===== config.mk =====
export PLATFORM = sky130hd
export DESIGN_NAME = fifo_wr_arb_flat
export DESIGN_NICKNAME = d
export VERILOG_FILES = /design/src/rtl/fifo_wr_arb_pkg.sv /design/src/rtl/fifo_wr_arb_if.sv /design/src/rtl/rr_pick.sv /design/src/rtl/fifo_wr_arb.sv /design/src/flat_wrapper.sv
export SDC_FILE = /design/constraint.sdc
export NUM_CORES = 1
export LEC_CHECK = 0
export BUFFER_PORTS_ARGS = -buffer_cell sky130_fd_sc_hd__buf_2
export CAP_MARGIN = 5
export CORE_UTILIZATION = 34
export DETAILED_ROUTE_END_ITERATION = 7
export SLEW_MARGIN = 20
export SYNTH_ARGS = -nofsm -noshare
export SYNTH_HDL_FRONTEND = slang
export SYNTH_SLANG_ARGS = --single-unit

===== constraint.sdc =====
create_clock -name iClk -period 4.1 [get_ports iClk]
set_input_delay 0.205 -clock iClk [delete_from_list [all_inputs] [get_ports iClk]]
set_output_delay 0.205 -clock iClk [all_outputs]
set_load 0.05 [all_outputs]

===== src/rtl/fifo_wr_arb_pkg.sv =====
// Shared types for the FIFO write-port arbiter: FSM encoding,
// default watchdog limit and the round-robin distance helper.
package fifo_wr_arb_pkg;

    typedef enum logic {
        IDLE   = 1'b0,
        LOCKED = 1'b1
    } arb_state_e;

    localparam int DEF_TIMEOUT = 255;
    localparam int CNT_W       = 16;

    // Distance of requester j from the slot after last, with wrap.
    // The smallest distance wins, so last itself has the lowest priority.
    function automatic int rr_dist(int j, int last, int n);
        return (j - last - 1 + 2 * n) % n;
    endfunction

endpackage


===== src/rtl/fifo_wr_arb_if.sv =====
// Requester-side and FIFO-side signals of the write arbiter.
// slave: arbiter view; master: producer/FIFO view.
interface fifo_wr_arb_if #(
    parameter int N  = 4,
    parameter int IW = 2
);
    logic [N-1:0]   iReqValid;
    logic [8*N-1:0] iReqData;
    logic [N-1:0]   iReqLast;
    logic [N-1:0]   oReqReady;
    logic           oFifoWrEn;
    logic [7:0]     oFifoWrData;
    logic           iFifoWrFull;
    logic [IW-1:0]  oGrantIdx;
    logic           oBusy;
    logic           oAbort;

    modport slave (
        input  iReqValid, iReqData, iReqLast, iFifoWrFull,
        output oReqReady, oFifoWrEn, oFifoWrData,
        output oGrantIdx, oBusy, oAbort
    );

    modport master (
        output iReqValid, iReqData, iReqLast, iFifoWrFull,
        input  oReqReady, oFifoWrEn, oFifoWrData,
        input  oGrantIdx, oBusy, oAbort
    );
endinterface


===== src/rtl/rr_pick.sv =====
// Combinational round-robin picker: first set req bit above last_idx.
// Ports: req (vector), last_idx (in); found, idx (out).
module rr_pick
    import fifo_wr_arb_pkg::*;
#(
    parameter int N  = 4,
    parameter int IW = 2
) (
    input  logic [N-1:0]  req,
    input  logic [IW-1:0] last_idx,
    output logic          found,
    output logic [IW-1:0] idx
);

    int best;

    always_comb begin
        found = |req;
        idx   = '0;
        best  = N;
        for (int j = 0; j < N; j++) begin
            if (req[j] && rr_dist(j, int'(last_idx), N) < best) begin
                best = rr_dist(j, int'(last_idx), N);
                idx  = IW'(j);
            end
        end
    end

endmodule


===== src/rtl/fifo_wr_arb.sv =====
// Packet-locked round-robin arbiter for the shared FIFO write port.
// Ports: iClk, iRst (async high), bus (requesters, FIFO write, status).
module fifo_wr_arb
    import fifo_wr_arb_pkg::*;
#(
    parameter int pNumReq  = 4,
    parameter int pIdxW    = 2,
    parameter int pTimeout = DEF_TIMEOUT
) (
    input  logic          iClk,
    input  logic          iRst,
    fifo_wr_arb_if.slave  bus
);

    localparam logic [pIdxW-1:0] LAST_RST = pIdxW'(pNumReq - 1);
    localparam logic [CNT_W:0]   TMO      = (CNT_W + 1)'(pTimeout);

    arb_state_e         state_q, state_d;
    logic [pIdxW-1:0]   g_q, g_d;
    logic [pIdxW-1:0]   last_q, last_d;
    logic [CNT_W-1:0]   cnt_q, cnt_d;
    logic               abort_q, abort_d;

    logic               pick_found;
    logic [pIdxW-1:0]   pick_idx;
    logic               g_valid;
    logic               g_last;
    logic [7:0]         g_data;
    logic               xfer;
    logic [CNT_W:0]     cnt_inc;
    logic [pNumReq-1:0] ready;
    logic               wr_en;
    logic [7:0]         wr_data;

    rr_pick #(
        .N  (pNumReq),
        .IW (pIdxW)
    ) u_pick (
        .req      (bus.iReqValid),
        .last_idx (last_q),
        .found    (pick_found),
        .idx      (pick_idx)
    );

    // Mux out the granted requester's stream.
    always_comb begin
        g_valid = 1'b0;
        g_last  = 1'b0;
        g_data  = 8'h00;
        for (int k = 0; k < pNumReq; k++) begin
            if (g_q == pIdxW'(k)) begin
                g_valid = bus.iReqValid[k];
                g_last  = bus.iReqLast[k];
                g_data  = bus.iReqData[8*k +: 8];
            end
        end
    end

    always_comb begin
        state_d = state_q;
        g_d     = g_q;
        last_d  = last_q;
        cnt_d   = cnt_q;
        abort_d = 1'b0;
        ready   = '0;
        wr_en   = 1'b0;
        wr_data = 8'h00;
        xfer    = 1'b0;
        cnt_inc = {1'b0, cnt_q} + 1'b1;

        unique case (state_q)
            IDLE: begin
                cnt_d = '0;
                if (pick_found) begin
                    g_d     = pick_idx;
                    state_d = LOCKED;
                end
            end
            LOCKED: begin
                for (int k = 0; k < pNumReq; k++) begin
                    if (g_q == pIdxW'(k)) begin
                        ready[k] = !bus.iFifoWrFull;
                    end
                end
                xfer = g_valid && !bus.iFifoWrFull;
                if (xfer) begin
                    wr_en   = 1'b1;
                    wr_data = g_data;
                end
                // Valid-but-full stalls keep the watchdog cleared.
                if (g_valid) begin
                    cnt_d = '0;
                end else if (cnt_inc == TMO) begin
                    abort_d = 1'b1;
                    state_d = IDLE;
                    last_d  = g_q;
                    cnt_d   = '0;
                end else begin
                    cnt_d = cnt_inc[CNT_W-1:0];
                end
                if (xfer && g_last) begin
                    state_d = IDLE;
                    last_d  = g_q;
                end
            end
            default: begin
                state_d = IDLE;
            end
        endcase
    end

    always_ff @(posedge iClk or posedge iRst) begin
        if (iRst) begin
            state_q <= IDLE;
            g_q     <= '0;
            last_q  <= LAST_RST;
            cnt_q   <= '0;
            abort_q <= 1'b0;
        end else begin
            state_q <= state_d;
            g_q     <= g_d;
            last_q  <= last_d;
            cnt_q   <= cnt_d;
            abort_q <= abort_d;
        end
    end

    assign bus.oReqReady   = ready;
    assign bus.oFifoWrEn   = wr_en;
    assign bus.oFifoWrData = wr_data;
    assign bus.oGrantIdx   = g_q;
    assign bus.oBusy       = (state_q == LOCKED);
    assign bus.oAbort      = abort_q;

endmodule

===== src/flat_wrapper.sv =====
// flat-port wrapper written by rule: the top's interface ports become plain ports
module fifo_wr_arb_flat import fifo_wr_arb_pkg::*;
#(
    parameter int pNumReq  = 4,
    parameter int pIdxW    = 2,
    parameter int pTimeout = DEF_TIMEOUT
)
  (iClk, iRst, bus_iReqValid, bus_iReqData, bus_iReqLast, bus_iFifoWrFull, bus_oReqReady, bus_oFifoWrEn, bus_oFifoWrData, bus_oGrantIdx, bus_oBusy, bus_oAbort);
  fifo_wr_arb_if bus_i ();
  input  logic iClk;
  input  logic iRst;
  input wire logic [$bits(bus_i.iReqValid)-1:0] bus_iReqValid;
  input wire logic [$bits(bus_i.iReqData)-1:0] bus_iReqData;
  input wire logic [$bits(bus_i.iReqLast)-1:0] bus_iReqLast;
  input wire logic [$bits(bus_i.iFifoWrFull)-1:0] bus_iFifoWrFull;
  output wire logic [$bits(bus_i.oReqReady)-1:0] bus_oReqReady;
  output wire logic [$bits(bus_i.oFifoWrEn)-1:0] bus_oFifoWrEn;
  output wire logic [$bits(bus_i.oFifoWrData)-1:0] bus_oFifoWrData;
  output wire logic [$bits(bus_i.oGrantIdx)-1:0] bus_oGrantIdx;
  output wire logic [$bits(bus_i.oBusy)-1:0] bus_oBusy;
  output wire logic [$bits(bus_i.oAbort)-1:0] bus_oAbort;
  assign bus_i.iReqValid = bus_iReqValid;
  assign bus_i.iReqData = bus_iReqData;
  assign bus_i.iReqLast = bus_iReqLast;
  assign bus_i.iFifoWrFull = bus_iFifoWrFull;
  assign bus_oReqReady = bus_i.oReqReady;
  assign bus_oFifoWrEn = bus_i.oFifoWrEn;
  assign bus_oFifoWrData = bus_i.oFifoWrData;
  assign bus_oGrantIdx = bus_i.oGrantIdx;
  assign bus_oBusy = bus_i.oBusy;
  assign bus_oAbort = bus_i.oAbort;
  fifo_wr_arb #(.pNumReq(pNumReq), .pIdxW(pIdxW), .pTimeout(pTimeout)) u_core (.iClk(iClk), .iRst(iRst), .bus(bus_i));
endmodule

; ---- Yosys cells after proc, flatten, opt, wreduce, memory -nomap -nowiden
; Cells that the tools add are included.
[op_classes]
add_sub_neg = 13
magnitude_cmp = 4
n_eq_ne = 5
n_mux = 41
n_bitwise = 5
reduce_logical = 16
[ops]
columns = cell, count
row1 = $lt A3 B32 Y1, 3
row2 = $mux W32, 3
row3 = $mux W8, 6
row4 = $mux W16, 2
row5 = $pmux W16 S2, 1
row6 = $add A4 B5 Y6 const B, 4
row7 = $mux W1, 22
row8 = $add A16 B1 Y17 const B, 1
row9 = $eq A17 B8 Y1 const B, 1
row10 = $sub A3 B2 Y4 const B, 4
row11 = $mux W2, 5
row12 = $reduce_or A2 Y1, 4
row13 = $logic_and A1 B1 Y1, 6
row14 = $sub A1 B2 Y3 const A, 2
row15 = $sub A2 B2 Y3 const A, 2
row16 = $and A1 B1 Y1, 4
row17 = $eq A2 B2 Y1 const B, 2
row18 = $lt A3 B4 Y1 const B, 1
row19 = $mux W4, 1
row20 = $reduce_or A4 Y1, 1
row21 = $reduce_and A3 Y1, 1
row22 = $eq A2 B1 Y1 const B, 1
row23 = $logic_not A2 Y1, 1
row24 = $ne A2 B2 Y1 const B, 1
row25 = 5 further kinds, 5
[word_totals]
ff_bits = 22
input_bits = 43
output_inout_bits = 17
word_cells = 89

; ---- Logic depth before layout (Yosys ltp)
[logic_depth]
ltp_word = 17
depth_mapped = 16
ltp_nobuf = 16

; ---- Cells and area by module
; From an unflattened synthesis, not the netlist that was laid out.
[hier_totals]
hier_cells = 208
area_unflattened_um2 = 2014.4
[modules_own_cells]
columns = module, n_inst, cells_per_inst, area_each_um2, seq_area_each_um2
row1 = fifo_wr_arb, 1, 167, 1719.1, 553.0
row2 = rr_pick, 1, 41, 295.3, 0.0

; ---- Least setup slack after synthesis
; Ideal clock, no wire load.
[synth_path]
kind = register -> register
from = reg u_core.last_q[1]
to = reg u_core.g_q[1], in the netlist u_core.bus.oGrantIdx[1]
setup_time_ps = 131
arrival_time_ps = 2962
required_time_ps = 3969
slack_ps = 1007
path_stages_with_launch = 17
path_buffers = 0
synth_period_minus_slack_ps = 3093
path_cell_list = dfstp_2 inv_1 ha_1 and3_1 o21ai_0 o31a_1 ha_1 a21oi_1 o21ai_0 a21oi_1 a31o_2 ha_1 inv_1 a31oi_1 o21ai_0 a21oi_1 a21oi_1
[synth_between]
elab_chain_cells = 17
elab_cells_between_ends = 33
classes_between = add/sub (12) / order compare (4) / mux (5) / bitwise (4) / reduce/logical (8)
[synth_lines]
columns = element, line
row1 = start: declaration, fifo_wr_arb.sv:20  ; logic [pIdxW-1:0] last_q, last_d;
row2 = start signal: assignment, fifo_wr_arb.sv:122  ; last_q <= last_d;
row3 = $sub A1 B2 Y3, fifo_wr_arb_pkg.sv:16  ; return (j - last - 1 + 2 * n) % n;
row4 = $sub A3 B2 Y4, fifo_wr_arb_pkg.sv:16
row5 = $add A4 B5 Y6, fifo_wr_arb_pkg.sv:16
row6 = $reduce_or A2 Y1 (no line), -
row7 = $and A1 B1 Y1 (no line), -
row8 = $lt A3 B4 Y1, rr_pick.sv:22  ; if (req[j] && rr_dist(j, int'(last_idx), N) < best) begin
row9 = $logic_and A1 B1 Y1, rr_pick.sv:22
row10 = $mux W32, rr_pick.sv:22
row11 = $lt A3 B32 Y1, rr_pick.sv:22
row12 = $logic_and A1 B1 Y1, rr_pick.sv:22
row13 = $mux W32, rr_pick.sv:22
row14 = $lt A3 B32 Y1, rr_pick.sv:22
row15 = $logic_and A1 B1 Y1, rr_pick.sv:22
row16 = $mux W32, rr_pick.sv:22
row17 = $lt A3 B32 Y1, rr_pick.sv:22
row18 = $logic_and A1 B1 Y1, rr_pick.sv:22
row19 = $mux W2 *, rr_pick.sv:22
row20 = end signal: assignment, fifo_wr_arb.sv:121  ; g_q <= g_d;
row21 = end: declaration, fifo_wr_arb.sv:19  ; logic [pIdxW-1:0] g_q, g_d;
; Mark *: on every way between the ends. The rest lies on a longest branch, timed or not.
; A chain may end at the register's enable or synchronous reset.

; ---- Final worst setup path
; Same ends and word-level chain as after synthesis.

==> metrics.cfg <==
[worst_setup_path]
worstSetupStartpointType = flop
cp.required_ns = 4.24
worst-path-max-fanout = 7
path_buf_inv = 2
crit_family = compound AO/OA/AOI/OAI gates
cp_slowest_stage_delay_ns = 0.56
critPathCaptureType = flop
crit_chain = inv_1 -> ha_1 -> and3_1 -> o21ai_0 -> o31a_1 -> ha_1 -> a21oi_1 -> o21ai_0 -> a21oi_1 -> a31o_2 -> ha_1 -> inv_1 -> a31oi_1 -> o21ai_0 -> a21oi_1 -> a21oi_1
crit_type = reg2reg
cpMaxStageDelayCell = dfstp_2
crit_top_cell = a21oi_1
cp.arrival_ns = 3.54

[clock_tree]
post_cts_buffers = 0
cts_resized = 0
clk_pin_slew_worst_paths_ns = 0.08
holdBufCountCts = 0
cts_tree = built
clock_latency_ns = 0.26
cts.sinks = 22
cts_made_buffers = 3
ctsLongestPathBuffers = 2
root_buffer = clkbuf_8
htree_levels = 1

[logic_synthesis]
synth_area_leaders = dfrtp_1, mux4_2, ha_1
yosysTopAreaCell = dfrtp_1
synth_cell_types = 52
ys_ff_latch = 22
netlist_area_sq_um = 1830
synth_area_per_cell_sq_um = 9.71
async_flop_share = 1.00
yosysWarnings = 0
netlist.area_leader.share = 0.274
ys_dominant_reg_cell = dfrtp_1
yosysSeqAreaShare = 0.303
synth-edff-count = 0
synth_nets = 240
syn_inst = 188

[final_layout]
stdcell_count = 315
diodes = 0
fin_util = 0.434
fin_area_sq_um = 2230
layout-drive-gt1-share = 0.363
nNetsFinal = 298
synthToLayoutAreaGrowth_pct = 22.1

[sta]
skew_ns = 0.000923
setup_tns_ns = 0
fin_hold_ws_ns = 0.0881
setup_viol = 0
relSlewSlack = 0.462
rsz0062_at_grt = no
setup_slack_ns = 0.704
tightest_slew_ns = 0.806
fmax_mhz = 294
hold_viol = 0
drv_slew = 0
min_period_ns = 3.40
fin_crit_sh = 0.828

[global_routing]
antenna_found_initial = 0
grt_usage = 0.145
grt_max_degree = 23
grt_pass1_vias = 1322
met2_usage = 0.220
grt_pass1_wl_mm = 6.32
met1_usage = 0.218
use_met3 = 0.0161
busiest_layer = met2
overflow = 0

[placement]
port_buffers = 59
placed_cells = 311
placed_area_sq_um = 2170
pre_cts_ws_ns = 0.720
gp_congestion = 0.794
dp_hpwl_mm = 3.22

[floorplan]
dieArea_sq_um = 5670
initial_core_util = 0.355
boundaryPins = 60
row_count = 26
core_sq_um = 5140
die_w_um = 75.3
die_h_um = 75.3

[routing]
ant_nets = 0
num_vias = 1570
drc = 0
drtIter0Drc = 81
via_per_inst = 4.98
routed_wirelength_mm = 4.07
dr.pass1.iters = 4
wire_per_inst_um = 12.9

[power]
p_leak_nw = 1.07
p_total_mw = 1.31
ir_drop_mv = 0.395
cellPowerDensity_nw_per_um2 = 588

[worst_hold_path]
worstHoldPathType = in2async

[run_status]
outcome = complete, no violations

[job]
drv_cap = 0

[sequential cells by signal, indices dropped and copies added, names as in the netlist]
signal,cells
u_core.cnt_q,16
u_core.bus.oGrantIdx,2
u_core.last_q,2
u_core.bus.oAbort,1
u_core.bus.oBusy,1
[cells in the mapped netlist, drive strengths merged (2+ instances only)]
master,number
nor2,26
dfrtp,20
inv,13
nand2,11
and3,10
mux4,10
ha,9
xnor2,9
xor2,9
nand3,7
nor3,5
o21ai,5
a21oi,4
clkbuf,4
nand4,4
a31oi,3
nor3b,3
nor4,3
a211o,2
and4,2
buf,2
dfstp,2
nand3b,2
nor2b,2
[cells in the final DEF (no fill, tap or decap), types with 2 or more instances in the layout]
master / netlist / layout
a211o_1: 2 / 2
a21oi_1: 4 / 4
a31oi_1: 2 / 2
and3_1: 10 / 10
and4_1: 2 / 2
buf_2: 1 / 59
clkbuf_8: 1 / 4
dfrtp_1: 20 / 20
dfstp_2: 2 / 2
ha_1: 9 / 9
inv_1: 13 / 13
mux4_2: 10 / 10
nand2_1: 10 / 10
nand3_1: 7 / 7
nand3b_1: 2 / 2
nand4_1: 3 / 3
nor2_1: 26 / 26
nor2b_1: 2 / 2
nor3_1: 5 / 5
nor3b_1: 3 / 3
nor4_1: 2 / 2
o21ai_0: 4 / 4
xnor2_1: 9 / 9
xor2_1: 9 / 9
[layout make-up]
type | count | area (sq um)
Clock buffer | 4 | 55.1
Fill cell | 544 | 2910
Inverter | 13 | 48.8
Multi-Input combinational cell | 147 | 1190
Sequential cell | 22 | 553
Tap cell | 70 | 87.6
Timing Repair Buffer | 59 | 295
[where the power goes]
part	internal [mW]	switching (mW)
Clock	0.0855	0.0699
Combinational	0.339	0.467
Sequential	0.257	0.0940
[logic make-up after synthesis]
family | share of synthesized area
and+or+nand+nor | 0.243
AOI/OAI and AO/OA | 0.122
DFF | 0.303
buffers and inverters | 0.0452
xor gates and xnor gates | 0.0864
muxes | 0.137
adders and majority gates | 0.0617
other | 0.00205
[per-layer routing]
metal  vias to the layer above  routed length, um
met5                         -                  0
met3                         0                 61
met1                       756               1930
met2                        24               2070
li1                        790                  -
met4                         0                  0
[path summary, 6_finish.rpt]
check / start / to / slack [ns] / depth (start not counted)
setup / recovery: u_core.last_q[1] / u_core.bus.oGrantIdx[1] / 0.70 / 16
hold / removal: iRst / u_core.cnt_q[4] / 0.09 / 2
setup reg to reg: u_core.last_q[1] / u_core.bus.oGrantIdx[1] / 0.70 / 16
hold reg to reg: u_core.cnt_q[0] / u_core.cnt_q[0] / 0.55 / 1
max in group asynchronous: iRst / u_core.bus.oAbort / 3.51 / 2
min in group iClk: bus_iReqValid[3] / u_core.bus.oGrantIdx[1] / 0.31 / 3
No activity file was read; power rests on OpenSTA's default activity.
